File: src/rtl/muldiv_unit_pkg.sv
// muldiv_unit_pkg: shared constants for the RV32M multiply/divide unit.
//   FUNCT7_MULDIV      funct7 value that marks an M-extension R-type op
//   FUNCT3_*           operation encodings carried on funct3
//   muldiv_state_t     FSM state encoding (IDLE=0, CALC=1, FIX=2, DONE=3)
package muldiv_unit_pkg;

  localparam logic [6:0] FUNCT7_MULDIV = 7'b0000001;

  localparam logic [2:0] FUNCT3_MUL    = 3'd0;
  localparam logic [2:0] FUNCT3_MULH   = 3'd1;
  localparam logic [2:0] FUNCT3_MULHSU = 3'd2;
  localparam logic [2:0] FUNCT3_MULHU  = 3'd3;
  localparam logic [2:0] FUNCT3_DIV    = 3'd4;
  localparam logic [2:0] FUNCT3_DIVU   = 3'd5;
  localparam logic [2:0] FUNCT3_REM    = 3'd6;
  localparam logic [2:0] FUNCT3_REMU   = 3'd7;

  typedef enum logic [1:0] {
    ST_IDLE = 2'd0,
    ST_CALC = 2'd1,
    ST_FIX  = 2'd2,
    ST_DONE = 2'd3
  } muldiv_state_t;

endpackage

File: src/rtl/muldiv_unit_step.sv
// muldiv_step: one combinational iteration of the iterative datapath.
//   is_div    0: shift-add multiply step, 1: restoring divide step
//   acc       current 2*XLEN accumulator
//               multiply: {partial product high, multiplier / product low}
//               divide:   {partial remainder, dividend / quotient}
//   opb       multiplicand (multiply) or divisor (divide), magnitude only
//   acc_next  accumulator after this iteration
module muldiv_step #(
  parameter int XLEN = 32
) (
  input  logic              is_div,
  input  logic [2*XLEN-1:0] acc,
  input  logic [XLEN-1:0]   opb,
  output logic [2*XLEN-1:0] acc_next
);

  logic [XLEN:0]   sum;
  logic [XLEN:0]   shifted;
  logic [XLEN+1:0] diff;

  always_comb begin
    // Multiply: add multiplicand to the high half when the current
    // multiplier bit is set, then shift the whole accumulator right,
    // pulling the add's carry in at the top.
    sum = {1'b0, acc[2*XLEN-1:XLEN]} + (acc[0] ? {1'b0, opb} : '0);

    // Divide: shift the next dividend bit into the partial remainder and
    // trial-subtract. The shifted remainder needs XLEN+1 bits; the kept
    // remainder always fits XLEN bits because it is below the divisor.
    shifted = {acc[2*XLEN-1:XLEN], acc[XLEN-1]};
    diff    = {1'b0, shifted} - {2'b00, opb};

    if (is_div) begin
      if (diff[XLEN+1]) begin
        acc_next = {shifted[XLEN-1:0], acc[XLEN-2:0], 1'b0};
      end else begin
        acc_next = {diff[XLEN-1:0], acc[XLEN-2:0], 1'b1};
      end
    end else begin
      acc_next = {sum, acc[XLEN-1:1]};
    end
  end

endmodule

File: src/rtl/muldiv_unit.sv
// muldiv_unit: iterative RV32M multiply/divide unit for the EX stage.
//   clock    system clock, rising edge
//   reset    asynchronous active-high reset
//   start    request, sampled only in IDLE
//   flush    synchronous abort; wins over start and over the done pulse
//   funct3   MUL, MULH, MULHSU, MULHU, DIV, DIVU, REM, REMU
//   rs1/rs2  operand A (dividend / multiplicand), operand B (divisor / multiplier)
//   busy     high whenever the FSM is not IDLE
//   done     one-cycle pulse, result valid in this cycle
//   result   result register, holds until the next done
// Handshake: start is accepted only on an edge where busy=0 and flush=0;
// the matching result appears exactly in the one cycle where done=1.
// Configuration macro: MULDIV_FAST_MUL_EN selects a single-cycle 33x33
// signed multiplier for multiply ops (divides keep the 34-cycle loop).
module muldiv_unit
  import muldiv_unit_pkg::*;
#(
  parameter int XLEN = 32,
  parameter int ITER = 32
) (
  input  logic            clock,
  input  logic            reset,
  input  logic            start,
  input  logic            flush,
  input  logic [2:0]      funct3,
  input  logic [XLEN-1:0] rs1,
  input  logic [XLEN-1:0] rs2,
  output logic            busy,
  output logic            done,
  output logic [XLEN-1:0] result
);

  localparam int CW = $clog2(ITER);

  muldiv_state_t     state_q, state_d;
  logic [CW-1:0]     cnt_q;
  logic [2*XLEN-1:0] acc_q, acc_step;
  logic [XLEN-1:0]   opb_q;
  logic [2:0]        op_q;
  logic              neg_q;
  logic [XLEN-1:0]   result_q;

  // FSM control / write strobes
  logic              load;
  logic              write_res;
  logic [XLEN-1:0]   res_d;

  // Operand decode used while IDLE
  logic              in_div, sa, sb, neg_in, div_zero, div_ovf;
  logic [XLEN-1:0]   abs_a, abs_b, special_val;

  // Sign fix-up of the finished loop
  logic [2*XLEN-1:0] prod;
  logic [XLEN-1:0]   div_field, fix_val;

`ifdef MULDIV_FAST_MUL_EN
  logic signed [2*XLEN+1:0] fast_prod;
  logic [XLEN-1:0]          fast_val;
`endif

  always_comb begin
    in_div = funct3[2];
    sa = rs1[XLEN-1] & ((funct3 == FUNCT3_MULH) || (funct3 == FUNCT3_MULHSU) ||
                        (funct3 == FUNCT3_DIV)  || (funct3 == FUNCT3_REM));
    sb = rs2[XLEN-1] & ((funct3 == FUNCT3_MULH) || (funct3 == FUNCT3_DIV) ||
                        (funct3 == FUNCT3_REM));
    abs_a = sa ? (~rs1 + 1'b1) : rs1;
    abs_b = sb ? (~rs2 + 1'b1) : rs2;
    // Remainder takes the dividend's sign; product and quotient take sA^sB.
    neg_in = (funct3 == FUNCT3_REM) ? sa : (sa ^ sb);

    div_zero = in_div && (rs2 == '0);
    div_ovf  = ((funct3 == FUNCT3_DIV) || (funct3 == FUNCT3_REM)) &&
               (rs1 == {1'b1, {(XLEN-1){1'b0}}}) && (rs2 == '1);
    // funct3[1] distinguishes REM/REMU from DIV/DIVU.
    if (div_zero) begin
      special_val = funct3[1] ? rs1 : '1;
    end else begin
      special_val = funct3[1] ? '0 : {1'b1, {(XLEN-1){1'b0}}};
    end
  end

`ifdef MULDIV_FAST_MUL_EN
  always_comb begin
    // MULHSU and MULHU zero-extend rs2; MULHU also zero-extends rs1.
    fast_prod = $signed({(funct3 != FUNCT3_MULHU) & rs1[XLEN-1], rs1}) *
                $signed({((funct3 == FUNCT3_MUL) || (funct3 == FUNCT3_MULH)) & rs2[XLEN-1], rs2});
    fast_val  = (funct3 == FUNCT3_MUL) ? fast_prod[XLEN-1:0] : fast_prod[2*XLEN-1:XLEN];
  end
`endif

  muldiv_step #(.XLEN(XLEN)) u_step (
    .is_div   (op_q[2]),
    .acc      (acc_q),
    .opb      (opb_q),
    .acc_next (acc_step)
  );

  always_comb begin
    prod      = neg_q ? (~acc_q + 1'b1) : acc_q;
    div_field = op_q[1] ? acc_q[2*XLEN-1:XLEN] : acc_q[XLEN-1:0];
    if (op_q[2]) begin
      fix_val = neg_q ? (~div_field + 1'b1) : div_field;
    end else if (op_q == FUNCT3_MUL) begin
      fix_val = prod[XLEN-1:0];
    end else begin
      fix_val = prod[2*XLEN-1:XLEN];
    end
  end

  // FSM state register
  always_ff @(posedge clock or posedge reset) begin
    if (reset) begin
      state_q <= ST_IDLE;
    end else begin
      state_q <= state_d;
    end
  end

  // FSM next state and outputs
  always_comb begin
    state_d   = state_q;
    load      = 1'b0;
    write_res = 1'b0;
    res_d     = result_q;
    busy      = (state_q != ST_IDLE);
    done      = (state_q == ST_DONE);
    case (state_q)
      ST_IDLE: begin
        if (start && !flush) begin
          if (div_zero || div_ovf) begin
            state_d   = ST_DONE;
            write_res = 1'b1;
            res_d     = special_val;
`ifdef MULDIV_FAST_MUL_EN
          end else if (!in_div) begin
            state_d   = ST_DONE;
            write_res = 1'b1;
            res_d     = fast_val;
`endif
          end else begin
            state_d = ST_CALC;
            load    = 1'b1;
          end
        end
      end
      ST_CALC: begin
        if (flush) begin
          state_d = ST_IDLE;
        end else if (cnt_q == '0) begin
          state_d = ST_FIX;
        end
      end
      ST_FIX: begin
        // A flush here suppresses the upcoming done pulse and result write.
        if (flush) begin
          state_d = ST_IDLE;
        end else begin
          state_d   = ST_DONE;
          write_res = 1'b1;
          res_d     = fix_val;
        end
      end
      ST_DONE: begin
        state_d = ST_IDLE;
      end
      default: begin
        state_d = ST_IDLE;
      end
    endcase
  end

  // Datapath registers
  always_ff @(posedge clock or posedge reset) begin
    if (reset) begin
      cnt_q    <= '0;
      acc_q    <= '0;
      opb_q    <= '0;
      op_q     <= '0;
      neg_q    <= 1'b0;
      result_q <= '0;
    end else begin
      if (load) begin
        // Divide: dividend in the low half, divisor in opb.
        // Multiply: multiplier in the low half, multiplicand in opb.
        acc_q <= {{XLEN{1'b0}}, (in_div ? abs_a : abs_b)};
        opb_q <= in_div ? abs_b : abs_a;
        op_q  <= funct3;
        neg_q <= neg_in;
        cnt_q <= CW'(ITER - 1);
      end else if (state_q == ST_CALC) begin
        acc_q <= acc_step;
        cnt_q <= cnt_q - 1'b1;
      end
      if (write_res) begin
        result_q <= res_d;
      end
    end
  end

  assign result = result_q;

endmodule

File: config.mk
export PLATFORM = sky130hd
export DESIGN_NAME = muldiv_unit
export DESIGN_NICKNAME = d
export VERILOG_FILES = /design/src/rtl/muldiv_unit_pkg.sv /design/src/rtl/muldiv_unit_step.sv /design/src/rtl/muldiv_unit.sv
export SDC_FILE = /design/constraint.sdc
export NUM_CORES = 1
export LEC_CHECK = 0
export BUFFER_PORTS_ARGS = -buffer_cell sky130_fd_sc_hd__buf_2
export CAP_MARGIN = 20
export CORE_MARGIN = 3
export CORE_UTILIZATION = 55
export DETAILED_ROUTE_END_ITERATION = 7
export PLACE_DENSITY_LB_ADDON = 0.25
export SETUP_SLACK_MARGIN = 0.02
export SYNTH_ARGS = -nofsm -noshare
export SYNTH_HDL_FRONTEND = slang
export SYNTH_SLANG_ARGS = --single-unit
File: constraint.sdc
create_clock -name clock -period 16.7 [get_ports clock]
set_input_delay 5.01 -clock clock [delete_from_list [all_inputs] [get_ports clock]]
set_output_delay 5.01 -clock clock [all_outputs]
set_load 0.005 [all_outputs]
# == After elaboration in Yosys (flattened, before gate mapping) ==
# Cells that the tools add are included.
# word_totals
regBits,139
inputBits,71
out_inout_bits,34
elab_cells,92
# op_classes
n_addsub,7
eq_ne,13
mux,37
n_bitwise,7
n_reduce_logical,21
# op_table
op,n
$mux W32,15
$mux W64,5
$add A32 B1 Y32 const B,3
$not A32 Y32,3
$add A64 B1 Y64 const B,1
$eq A32 B32 Y1 const B,2
$not A64 Y64,1
$pmux W32 S2,1
$sub A33 B32 Y34,1
$add A32 B33 Y33,1
$logic_not A32 Y1,1
$mux W2,5
$mux W5,2
$pmux W2 S4,1
$logic_or A1 B1 Y1,7
$mux W1,7
$eq A3 B3 Y1 const B,2
$ne A2 B2 Y1 const B,3
$reduce_bool A2 Y1,3
$logic_not A5 Y1,1
$reduce_and A5 Y1,1
$sub A5 B1 Y5 const B,1
$eq A2 B2 Y1 const B,2
$logic_and A1 B1 Y1,4
other kinds (11),12

# == Longest topological paths before layout ==
# depth
word_depth,9
mapped_depth,17
depth_no_buf,14

# == Modules after synthesis ==
# Synthesis repeated with hierarchy kept, for this count alone.
# unflattened
hier_cells,2335
hier_area_um2,17121.4
# modules_own_cells
mod,n_inst,cells_each,area_per_inst_um2,seq_area_each_um2
muldiv_unit,1,1658,12356.9,3478.3
muldiv_step,1,677,4764.6,0.0

# == Worst setup path before layout ==
# No wires, ideal clock.
# synth_path
kind,input -> register
start,input port rs2[23]
end,register acc_q[60]
setup_time_ns,0.086
arrival_ns,7.624
required_ns,16.614
path_slack_ns,8.990
cell_stages,11
path_buffers,3
cell_sequence,or3_1 -> or3_1 -> or4_1 -> or3_1 -> clkbuf_1 -> and3_1 -> buf_2 -> nor2_2 -> buf_2 -> a32oi_1 -> a32oi_1
# synth_between
elab_chain_cells,7
word_cells_on_any_way,10
cone_classes,1 x eq/ne; 4 x mux; 5 x reduce/logical
# synth_rtl
item,line_no,source
start: declaration,muldiv_unit.sv:27,"input logic [XLEN-1:0] rs2,"
$eq A32 B32 Y1 / $logic_not A32 Y1 (equally long branches),"muldiv_unit.sv:74, muldiv_unit.sv:72",
$logic_and A1 B1 Y1 (on tied branches),"muldiv_unit.sv:74, muldiv_unit.sv:72",
$logic_or A1 B1 Y1 (*),muldiv_unit.sv:131,if (div_zero || div_ovf) begin
$mux W1 (*),muldiv_unit.sv:131,
$mux W1 (*),muldiv_unit.sv:130,if (start && !flush) begin
$mux W1 (*),muldiv_unit.sv:128,case (state_q)
$mux W64 / $reduce_bool A2 Y1 (equally long branches),--,
end signal: assignment,muldiv_unit.sv:186,"acc_q <= {{XLEN{1'b0}}, (in_div ? abs_a : abs_b)};"
end signal: assignment,muldiv_unit.sv:192,acc_q <= acc_step;
end: declaration,muldiv_unit.sv:37,"logic [2*XLEN-1:0] acc_q, acc_step;"
# Every way passes the cells marked *; elsewhere a longest branch is shown, timed or not.
# A chain may end at the register's enable or synchronous reset.

# == Worst setup path after layout ==
# layout_path
start,input port rs1[8]
end,"register result_q[19], in the netlist result[19]"
# layout_between
elab_chain_cells,8
word_cells_on_any_way,9
cone_classes,2 x eq/ne; 3 x mux; 4 x reduce/logical
# layout_rtl
item,line_no,source
start: declaration,muldiv_unit.sv:26,"input logic [XLEN-1:0] rs1,"
$eq A32 B32 Y1 (*),muldiv_unit.sv:74,"(rs1 == {1'b1, {(XLEN-1){1'b0}}}) && (rs2 == '1);"
$logic_and A1 B1 Y1 (*),muldiv_unit.sv:73,div_ovf = ((funct3 == FUNCT3_DIV) || (funct3 == FUNCT3_REM)) &&
$logic_and A1 B1 Y1 (*),muldiv_unit.sv:74,
$logic_or A1 B1 Y1 (*),muldiv_unit.sv:131,
$mux W1,muldiv_unit.sv:131,
$mux W1,muldiv_unit.sv:130,
$pmux W1 S2,muldiv_unit.sv:128,
$reduce_and A5 Y1 (no line) (*),--,
end signal: assignment,muldiv_unit.sv:196,result_q <= res_d;
end: declaration,muldiv_unit.sv:41,logic [XLEN-1:0] result_q;
# Marks and branches as above.

==> flow_summary_export.csv <==
group,metric,value,unit
routing,drt-total-wl,50.11,mm
floorplan,die_h,171.2,um
worst_hold_path,hold_path_class,"reg -> reg",
clocking,holdBufCountCts,0,
setup_path,r2r_cells,12,
final_layout,n_fill_cell,2426,
pwr,power_frac_clock,16.5,%
final_layout,n_antenna_cell,0,
worst_hold_path,holdPathEnd,"result[6]",
global_routing,grt_max_degree,125,
clocking,cts_tree,"yes",
logic_synthesis,syn_area,15010,um^2
setup_path,worstSetupPathType,"in -> reg",
final_layout,area_delta_synth_final,7.537,%
pwr,switching_share,49.69,%
logic_synthesis,synth_top_cell_area_share,23.18,%
routing,vias,15560,
global_routing,track_usage,33.97,%
global_routing,grt_pass1_vias,14260,
pwr,power_density,148.2,nW/um^2
floorplan,die_w,171.2,um
logic_synthesis,syn_nets,2172,
clocking,cts_resized,0,
sta,fin_crit,8.359,ns
logic_synthesis,synth_area_per_cell,7.400,um^2
sta,timing.fmax,119.6,MHz
clocking,path_clk_slew,0.07,ns
final_layout,drive_above_1_share,9.808,%
logic_synthesis,ys_seq_area_share,23.18,%
final_layout,fin_nets,2160,
logic_synthesis,synth_cell_types,75,
setup_path,crit_slowest_cell,"nand2_1",
global_routing,grt_pass1_wl,78.92,mm
logic_synthesis,synth_most_common_cell,"o21ai_0",
logic_synthesis,synth_edf_count,0,
clocking,post_cts_buffers,0,
setup_path,worstPathMaxFanout,31,
global_routing,antenna_found_initial,0,
setup_path,ff2ff_setup_slack,12.37,ns
clocking,cts_buffers,17,
setup_path,r2r-start,"op_q[1]",
sta,slew_viol_final,0,
sta,hold_viol,0,
worst_hold_path,holdCritStartpoint,"result[6]",
run_status,status,"complete, no violations",
setup_path,max_stage_delay,0.77,ns
floorplan,start_util,56.78,%
final_layout,multi_input_area,10730,um^2
worst_hold_path,holdPathStages,2,
routing,wl_per_cell,21.20,um
final_layout,seq_area,3482,um^2
placement,io_buffer_count,104,
sta,skew,0.01573,ns
routing,drc,0,
setup_path,path_cells,"buf_2 -> or4_1 -> nor4_1 -> nand3_1 -> nor3_1 -> nand4_1 -> nand2_1 -> nand2_1 -> nand2_1 -> o211ai_1 -> o22a_1",
setup_path,required,17.02,ns
run,cap_violations,0,
setup_path,crit_arrival,8.68,ns
setup_path,end_kind,"flip-flop",
logic_synthesis,post-synth-top-area-cell,"dfrtp_1",
pwr,p_int,1.203,mW
logic_synthesis,dominantRegCellSynth,"dfrtp_1",
floorplan,core,26430,um^2
logic_synthesis,syn_inst,2028,
routing,drtIter0Drc,2080,
sta,tns,0,ns
sta,fin_crit_sh,50.05,%
pwr,p_leak,6.785,nW
setup_path,path_common_cell,"nand2_1",
pwr,vdd.ir_drop.worst,0.07524,mV
sta,slew-limit-headroom,24.07,%
logic_synthesis,yosys-top-cells-area,"dfrtp_1 (23%), o21ai_0 (7.8%), xnor2_1 (6.1%)",
pwr,seqPwrFrac,26.4,%
clocking,cts-htree-levels,4,
placement,dp_hpwl,37.43,mm
placement,place.gp.congestion,0.9982,
logic_synthesis,yosysWarningCount,0,
setup_path,r2r_end,"result[30]",
logic_synthesis,ys_async_sr_fraction,100.0,%
setup_path,worst-path-buf-inv,1,
setup_path,crit_family,"simple AND/OR/NAND/NOR gates",
logic_synthesis,synth_seq_cells,139,
sta,setup_viol,0,
pwr,p_comb_share,57.1,%
pwr,p_sw,1.188,mW
sta,worstMarginPinSlew,1.136,ns
final_layout,final_util,61.06,%
global_routing,grt_overflow,0,
sta,rsz0062_at_grt,"false",
logic_synthesis,synth_common_cells,"o21ai_0 (234), nand2_1 (220), nor2_1 (202), a21oi_1 (146), dfrtp_1 (139)",
floorplan,die_area,29300,um^2
routing,ant_nets,0,
routing,dr.pass1.iters,6,
clocking,cts_root_buf,"clkbuf_16",
routing,avgViaCountPerCell,6.582,
clocking,cts_sinks,139,
setup_path,cp-start-kind,"primary input",
clocking,cts.path.max_buffers,2,
floorplan,ios,105,
clocking,clock_latency,0.44,ns
floorplan,rows,59,
-- metal layers --
metal	global-route usage (%)	up-vias	routed length [um]
met1	48.89	7356	21570
met4	9.972	0	1406
met5	0	-	0
met2	52.14	803	21880
met3	6.504	103	5258
li1	-	7299	-
-- power groups by stage --
stage	combinational, mW	clock (mW)	sequential (mW)
floorplan	1.15	0	0.483
global placement	1.30	0	0.621
detailed placement	1.33	0	0.623
CTS	1.34	0.395	0.618
global route	1.51	0.408	0.644
finish	1.36	0.395	0.632
-- worst max-delay path by stage --
| stage | slack (ns) | depth (start not counted) | endpoint | startpoint |
|---|---|---|---|---|
| after floorplan | 7.97 | 1 | acc_q[0] | reset |
| after global placement | 8.08 | 11 | result[11] | rs1[8] |
| after detailed placement | 7.96 | 11 | result[19] | rs1[8] |
| after CTS | 8.40 | 9 | acc_q[63] | rs1[8] |
| after global routing | 8.04 | 11 | result[19] | rs1[8] |
| final | 8.34 | 11 | result[19] | rs1[8] |
-- layout make-up --
cell class / count / share of cell area, %
multi-input combinational: 1674 / 66.51
inverter: 61 / 1.450
clock buffer: 18 / 2.659
sequential: 139 / 21.58
clock inverter: 14 / 0.9536
tap: 335 / 2.597
timing repair buffer: 123 / 4.249
-- stage by stage --
stage | hold WS (ns) | setup slack (ns) | instance area, um^2 | cells | power (mW)
global route | 0.5205 | 8.038 | 16140 | 2364 | 2.561
finish | 0.4808 | 8.341 | 16140 | 2364 | 2.391
global placement | 0.4629 | 8.081 | 15520 | 2330 | 1.921
detailed placement | 0.4713 | 7.955 | 15520 | 2330 | 1.950
CTS | 0.4855 | 8.403 | 16100 | 2362 | 2.349
floorplan | 0.4498 | 7.965 | 15010 | 2028 | 1.636
-- cell families after synthesis --
kind of cell / share of synthesized area, %
xor gates and xnor gates: 11.67
adders and majority gates: 6.186
AOI/OAI and AO/OA: 27.37
muxes: 5.861
and+or+nand+nor: 20.23
buffers and inverters: 5.503
DFF: 23.18
-- worst min-delay path, delay by kind of cell, from the launching register on --
family / cells / cell delay, ns
DFF: 1 / 0.34
AOI/OAI and AO/OA: 1 / 0.06
and+or+nand+nor: 1 / 0.04
-- state kept, by name, summed over array words and instances, names as in the netlist --
register  flops
opb_q        32
op_q          3
state_q       2
cnt_q         5
acc_q        64
neg_q         1
result       32
-- cells in the final DEF (no fill, tap or decap), types with 60 or more instances in the layout --
cell and count:
ha_1 71, nand2_1 220, xnor2_1 105, nor2_1 201, dfrtp_1 136, a21oi_1 145
xor2_1 95, mux2i_1 80, inv_1 60, buf_2 103, o21ai_0 234
No activity file was read; power rests on OpenSTA's default activity.
